==> config.mk <==
export PLATFORM = sky130hd
export DESIGN_NAME = mem_lsu
export DESIGN_NICKNAME = d
export VERILOG_FILES = /design/src/rtl/mem_lsu.sv
export SDC_FILE = /design/constraint.sdc
export NUM_CORES = 1
export LEC_CHECK = 0
export ABC_AREA = 1
export CAP_MARGIN = 20
export CORE_AREA = 2 2 122 153
export CTS_CLUSTER_DIAMETER = 120
export CTS_CLUSTER_SIZE = 24
export DETAILED_ROUTE_END_ITERATION = 8
export DIE_AREA = 0 0 124 155
export HOLD_SLACK_MARGIN = 0.1
export PLACE_DENSITY = 0.6
export SLEW_MARGIN = 0
export SYNTH_ARGS = -nofsm -noshare
export SYNTH_HDL_FRONTEND = slang
export SYNTH_SLANG_ARGS = --single-unit
==> constraint.sdc <==
create_clock -name i_clk -period 3.2 [get_ports i_clk]
set_input_delay 0.48 -clock i_clk [delete_from_list [all_inputs] [get_ports i_clk]]
set_output_delay 0.48 -clock i_clk [all_outputs]
set_load 0.005 [all_outputs]
==> src/rtl/mem_lsu.sv <==
// mem_lsu -- MEM-stage load/store unit.
//
// Drives a req/ack/rvalid data-memory port of arbitrary latency.
// - Supports byte, half, word and (when DATA_W=64) dword accesses.
// - Loads are sign- or zero-extended.
// - Misaligned accesses are flagged in the same cycle and never issued.
// - Upstream stages are stalled while a transaction is in flight.
// - A watchdog aborts transactions that never complete.
// - Conditional branches and jumps are also resolved here, into o_PCSrc.
//
// Handshake: a request is presented on o_mem_req/o_mem_* for as long as the
// FSM sits in REQ and is consumed on the cycle i_mem_ack is high. Read data
// is consumed on the first cycle i_mem_rvalid is high, either together with
// the ack or on any later cycle while in RESP. Outside REQ and RESP, both
// i_mem_ack and i_mem_rvalid are ignored.
//
// Ports:
//   i_clk, i_reset_n        clock, asynchronous active-low reset
//   i_valid                 instruction present in MEM
//   i_memRead, i_memWrite   load / store
//   i_size, i_unsigned      access size (00 b, 01 h, 10 w, 11 d) and zero-extend
//   i_memAddr, i_wrData     byte address, LSB-justified store data
//   i_branch, i_jump        conditional branch / unconditional jump
//   i_funct3                branch condition select
//   i_zero, i_lt, i_ltu     ALU flags
//   o_readData              extended load result, held until the next load
//   o_stall                 freeze upstream stages
//   o_misaligned            access fault, combinational
//   o_timeout               one-cycle watchdog abort pulse
//   o_PCSrc                 take branch/jump
//   o_mem_*                 memory request side
//   i_mem_*                 memory response side
//   o_dbg_state             current FSM state (IDLE=0, REQ=1, RESP=2, DONE=3)
module mem_lsu #(
    parameter int DATA_W         = 32,
    parameter int ADDR_W         = 32,
    parameter int TIMEOUT_CYCLES = 64
) (
    input  logic                i_clk,
    input  logic                i_reset_n,
    input  logic                i_valid,
    input  logic                i_memRead,
    input  logic                i_memWrite,
    input  logic [1:0]          i_size,
    input  logic                i_unsigned,
    input  logic [ADDR_W-1:0]   i_memAddr,
    input  logic [DATA_W-1:0]   i_wrData,
    input  logic                i_branch,
    input  logic                i_jump,
    input  logic [2:0]          i_funct3,
    input  logic                i_zero,
    input  logic                i_lt,
    input  logic                i_ltu,
    output logic [DATA_W-1:0]   o_readData,
    output logic                o_stall,
    output logic                o_misaligned,
    output logic                o_timeout,
    output logic                o_PCSrc,
    output logic                o_mem_req,
    output logic                o_mem_we,
    output logic [ADDR_W-1:0]   o_mem_addr,
    output logic [DATA_W/8-1:0] o_mem_be,
    output logic [DATA_W-1:0]   o_mem_wdata,
    input  logic                i_mem_ack,
    input  logic                i_mem_rvalid,
    input  logic [DATA_W-1:0]   i_mem_rdata,
    output logic [1:0]          o_dbg_state
);

    localparam int NB    = DATA_W / 8;
    localparam int OFF_W = $clog2(NB);
    localparam int CNT_W = $clog2(TIMEOUT_CYCLES + 2);

    typedef enum logic [1:0] {
        IDLE = 2'd0,
        REQ  = 2'd1,
        RESP = 2'd2,
        DONE = 2'd3
    } state_t;

    state_t              r_state, w_next;
    logic [ADDR_W-1:0]   r_addr;
    logic [1:0]          r_size;
    logic                r_unsigned;
    logic                r_we;
    logic [DATA_W-1:0]   r_wdata;
    logic [DATA_W-1:0]   r_readData;
    logic [CNT_W-1:0]    r_cnt;
    logic                r_timeout;

    logic                w_bad_align, w_access, w_accept;
    logic                w_expire, w_capture, w_abort;
    logic [OFF_W-1:0]    w_lane;
    logic [DATA_W-1:0]   w_shift, w_mask, w_load_ext, w_wdata_rep;
    logic                w_sign;
    logic [NB-1:0]       w_be_base;
    logic                w_cond;

    // Alignment check. A dword access on a 32-bit path is always a fault.
    always_comb begin
        w_bad_align = 1'b0;
        case (i_size)
            2'b00:   w_bad_align = 1'b0;
            2'b01:   w_bad_align = i_memAddr[0];
            2'b10:   w_bad_align = |i_memAddr[1:0];
            default: w_bad_align = (DATA_W == 32) ? 1'b1 : |i_memAddr[2:0];
        endcase
    end

    assign w_access     = i_valid & (i_memRead | i_memWrite);
    assign o_misaligned = w_access & w_bad_align;
    assign w_accept     = (r_state == IDLE) & w_access & ~w_bad_align;

    // Bring the addressed lane down to bit 0, then extend it.
    assign w_lane  = r_addr[OFF_W-1:0];
    assign w_shift = i_mem_rdata >> {w_lane, 3'b000};

    always_comb begin
        w_mask = '1;
        w_sign = 1'b0;
        case (r_size)
            2'b00: begin
                w_mask = DATA_W'(64'h0000_0000_0000_00FF);
                w_sign = w_shift[7];
            end
            2'b01: begin
                w_mask = DATA_W'(64'h0000_0000_0000_FFFF);
                w_sign = w_shift[15];
            end
            2'b10: begin
                w_mask = DATA_W'(64'h0000_0000_FFFF_FFFF);
                w_sign = w_shift[31];
            end
            default: begin
                w_mask = '1;
                w_sign = 1'b0;
            end
        endcase
        w_load_ext = (w_shift & w_mask) | ((w_sign & ~r_unsigned) ? ~w_mask : '0);
    end

    // Byte enables and lane-replicated store data.
    always_comb begin
        w_be_base   = '0;
        w_wdata_rep = r_wdata;
        case (r_size)
            2'b00: begin
                w_be_base   = NB'(8'h01);
                w_wdata_rep = {NB{r_wdata[7:0]}};
            end
            2'b01: begin
                w_be_base   = NB'(8'h03);
                w_wdata_rep = {(NB/2){r_wdata[15:0]}};
            end
            2'b10: begin
                w_be_base   = NB'(8'h0F);
                w_wdata_rep = {(NB/4){r_wdata[31:0]}};
            end
            default: begin
                w_be_base   = NB'(8'hFF);
                w_wdata_rep = r_wdata;
            end
        endcase
    end

    // The watchdog fires on the last permitted REQ/RESP cycle. A completion
    // arriving on that same cycle takes priority over the abort.
    assign w_expire = (TIMEOUT_CYCLES != 0) && (r_cnt == CNT_W'(TIMEOUT_CYCLES - 1));

    always_comb begin
        w_next    = r_state;
        w_capture = 1'b0;
        w_abort   = 1'b0;
        case (r_state)
            IDLE: if (w_accept) w_next = REQ;
            REQ: begin
                if (i_mem_ack) begin
                    if (r_we) begin
                        w_next = DONE;
                    end else if (i_mem_rvalid) begin
                        w_next    = DONE;
                        w_capture = 1'b1;
                    end else begin
                        w_next = RESP;
                    end
                end else if (w_expire) begin
                    w_next  = DONE;
                    w_abort = 1'b1;
                end
            end
            RESP: begin
                if (i_mem_rvalid) begin
                    w_next    = DONE;
                    w_capture = 1'b1;
                end else if (w_expire) begin
                    w_next  = DONE;
                    w_abort = 1'b1;
                end
            end
            // DONE drops the stall for one cycle so the instruction retires
            // before IDLE can look at i_valid again.
            DONE:    w_next = IDLE;
            default: w_next = IDLE;
        endcase
    end

    always_ff @(posedge i_clk or negedge i_reset_n) begin
        if (!i_reset_n) begin
            r_state    <= IDLE;
            r_addr     <= '0;
            r_size     <= '0;
            r_unsigned <= 1'b0;
            r_we       <= 1'b0;
            r_wdata    <= '0;
            r_readData <= '0;
            r_cnt      <= '0;
            r_timeout  <= 1'b0;
        end else begin
            r_state   <= w_next;
            r_timeout <= w_abort;
            if (w_accept) begin
                r_addr     <= i_memAddr;
                r_size     <= i_size;
                r_unsigned <= i_unsigned;
                r_we       <= i_memWrite;
                r_wdata    <= i_wrData;
            end
            if (w_capture) begin
                r_readData <= w_load_ext;
            end else if (w_abort && !r_we) begin
                r_readData <= '0;
            end
            if (r_state == IDLE) begin
                r_cnt <= '0;
            end else if (r_state == REQ || r_state == RESP) begin
                r_cnt <= r_cnt + CNT_W'(1);
            end
        end
    end

    assign o_stall     = w_accept | (r_state == REQ) | (r_state == RESP);
    assign o_mem_req   = (r_state == REQ);
    assign o_mem_we    = (r_state == REQ) & r_we;
    assign o_mem_addr  = (r_state == REQ) ? {r_addr[ADDR_W-1:OFF_W], {OFF_W{1'b0}}} : '0;
    assign o_mem_be    = (r_state == REQ) ? (w_be_base << w_lane) : '0;
    assign o_mem_wdata = (r_state == REQ) ? w_wdata_rep : '0;
    assign o_readData  = r_readData;
    assign o_timeout   = r_timeout;
    assign o_dbg_state = r_state;

    // Branch resolution.
    always_comb begin
        w_cond = 1'b0;
        case (i_funct3)
            3'b000:  w_cond = i_zero;
            3'b001:  w_cond = ~i_zero;
            3'b100:  w_cond = i_lt;
            3'b101:  w_cond = ~i_lt;
            3'b110:  w_cond = i_ltu;
            3'b111:  w_cond = ~i_ltu;
            default: w_cond = 1'b0;
        endcase
    end

    assign o_PCSrc = i_jump | (i_branch & w_cond);

endmodule
==> results.cfg <==
[setup_path]
cp.required_ps = 2720
crit_path_start_kind = flop
endpoint_kind = output pin
path_class = flop to output pin
arrival_ps = 2510
reg2reg_depth = 9
critPathSlowestCell = clkdlybuf4s50_1
r2r-start = o_dbg_state[1]$_DFFE_PN0P_
crit_chain = inv_1 > ha_2 > inv_2 > nor3_1 > clkdlybuf4s50_1
crit_start = o_dbg_state[1]$_DFFE_PN0P_
critPathMaxFanout = 17
slowest_delay_ps = 570

[die]
dieArea_um2 = 19200
fp.coreArea_um2 = 17900
fp.dieW_um = 124
ios = 222
fp-row-count = 55
die_h_um = 155
start_util = 0.343

[timing]
setup_tns_ps = 0
fin_worst_skew_ps = 9.77
rsz0062_at_grt = no
period_minus_slack_ps = 2990
setup_viol = 0
fmaxAchievable_ghz = 0.334
tightest_slew_ps = 706
relSlewSlack = 0.529
hold_viol_final = 0
post-route-period-util = 0.935
maxSlewViolCount = 0

[grt]
grt_overflow = 0
grt_max_degree = 80
grt_pass1_vias = 5566
grt_usage = 0.198
antenna_found_initial = 0
grt_first_pass_wirelength_um = 29500

[power]
powerDensity_nw_per_um2 = 922
ir_worst_vdd_mv = 0.456
p_leak_uw = 0.00431
p_total_uw = 8060

[worst_hold_path]
hold_start = r_addr[6]$_DFFE_PN0P_
min_path_cells = 1
hp-class = flop to flop

[final_layout]
syn2layout_area_growth_pct = 42.7
fin_util = 0.489
final_cell_mix = 218 x clkdlybuf4s50_1, 166 x nand2_1, 110 x dfrtp_1
design_area_um2 = 8750
num-fill-cells = 1753
drive_gt1_frac = 0.105
layout.cells.most_common = clkdlybuf4s50_1
antenna_cells = 0
nets = 1043

[drt]
finalWirelength_um = 18700
vias_per_cell = 4.79
via_count = 5535
drc = 0
dr.pass1.iters = 4
wl_per_cell_um = 16.1
drtAntennaViolNets = 0
drtIter0Drc = 344

[synthesis]
synth_warnings = 0
yosysSeqAreaShare = 0.449
synth_top_area_cell = dfrtp_1
netlist_area_um2 = 6130
post-synth-top-area-fraction = 0.449
synth_cell_type_count = 34
syn_inst = 725
synth.avg_cell_area_um2 = 8.46
netlist_top_cells_area = dfrtp_1 45%, nand2_1 10%, mux2_4 7.3%, nand3_1 6.0%, inv_1 4.9%
ys_seq_elements = 110

[clock_network]
cts_setup_buffers = 0
cts-htree-levels = 3
cts_made_buffers = 9
clock-root-buffer = clkbuf_16
insertion_delay_ps = 360
path_clk_slew_ps = 80
cts_num_sinks = 110
tritoncts = done
clockBufferDepth = 2

[place]
dp_hpwl_um = 13700
gp_congestion = 0.852
dpl-instance-area_um2 = 8460
portBuffers = 219

[status]
status = finished, final reports clean

[flow_run]
max-cap-violations = 0
where the power goes:
group	switching, uW	internal (uW)	total, uW
clock	540	535	1070
combinational	2070	2380	4450
sequential	481	2060	2540
total	3090	4980	8060
per-stage QoR:
stage          hold slack (ps)  worst slack, ps  instances
2_1_floorplan              184             1270        726
5_1_grt                    508             16.0       1155
4_1_cts                    503             55.3       1155
6_report                   496              209       1155
3_5_place_dp               466              455       1138
3_3_place_gp               462              506       1138
worst max-delay path, delay by kind of cell (launching register included):
family / cells / cell delay [ps]
buffers and inverters: 3 / 900
adders and majority gates: 1 / 470
DFF: 1 / 450
and+or+nand+nor: 1 / 330
registers in the layout, indices dropped and copies added, names as in the netlist:
signal       flops
o_dbg_state      2
r_addr          32
r_wdata         32
o_timeout        1
r_unsigned       1
r_size           2
r_cnt            7
r_we             1
o_readData      32
path summary, 6_finish.rpt:
check	to	slack [ps]
max in group asynchronous	o_readData[28]$_DFFE_PN0P_	1800
max reg2reg	o_readData[13]$_DFFE_PN0P_	790
min in group asynchronous	r_wdata[26]$_DFFE_PN0P_	610
min reg2reg	r_addr[6]$_DFFE_PN0P_	500
min	r_addr[6]$_DFFE_PN0P_	500
max	o_mem_be[0]	210
synthesized netlist by cell type:
| cell type | number |
|---|---|
| a21oi_1 | 15 |
| a221oi_1 | 1 |
| and3_1 | 1 |
| buf_1 | 2 |
| buf_2 | 23 |
| buf_4 | 6 |
| buf_6 | 7 |
| clkbuf_1 | 7 |
| clkinv_1 | 1 |
| conb_1 | 1 |
| dfrtp_1 | 110 |
| ha_1 | 7 |
| inv_1 | 80 |
| inv_2 | 3 |
| mux2_1 | 9 |
| mux2_2 | 24 |
| mux2_4 | 30 |
| nand2_1 | 167 |
| nand2_2 | 1 |
| nand2_4 | 1 |
| nand3_1 | 73 |
| nand3b_4 | 1 |
| nand4_1 | 1 |
| nor2_1 | 63 |
| nor2_4 | 1 |
| nor3_1 | 8 |
| nor3b_1 | 2 |
| o211ai_1 | 7 |
| o21a_1 | 1 |
| o21ai_0 | 51 |
| o21ai_1 | 3 |
| o22ai_1 | 9 |
| or2_2 | 7 |
| xor2_1 | 2 |
cell type report:
class | count | area (um^2) | share of cell area
multi-input cells | 487 | 2800 | 0.321
well taps | 228 | 285 | 0.0326
clock inverters | 6 | 46.3 | 0.00529
flip-flops and latches | 110 | 2750 | 0.315
clock buffers | 10 | 229 | 0.0262
repair buffers | 230 | 2310 | 0.264
inverters | 84 | 319 | 0.0365
cell families (layout without fill, tap and decap cells):
kind of cell	count (synthesis)	count (layout)	share of synthesized area
flip-flops	110	110	0.449
XOR/XNOR	2	2	0.00286
AND/OR/NAND/NOR	326	326	0.227
adder cells (fa/ha/maj)	7	7	0.0143
buffers and inverters	129	330	0.0959
AO/OA/AOI/OAI	87	87	0.0767
other	1	2	0.000612
multiplexers	63	63	0.134
what timing repair did:
| action | 4_1_cts | 5_1_grt |
|---|---|---|
| hold endpoints to repair | 31 | 0 |
| setup endpoints to repair | 0 | 7 |
| gates resized for setup | 0 | 1 |
| hold buffers | 1 | 0 |
routing by layer:
layer / global-route usage / wire [um] / share of wire
met3: 0.0546 / 1550 / 0.083
met4: 0.0594 / 365 / 0.020
met2: 0.336 / 9100 / 0.49
met5: 0 / 0 / 0
met1: 0.244 / 7630 / 0.41
Note: power is estimated with default switching activity, not from simulation.
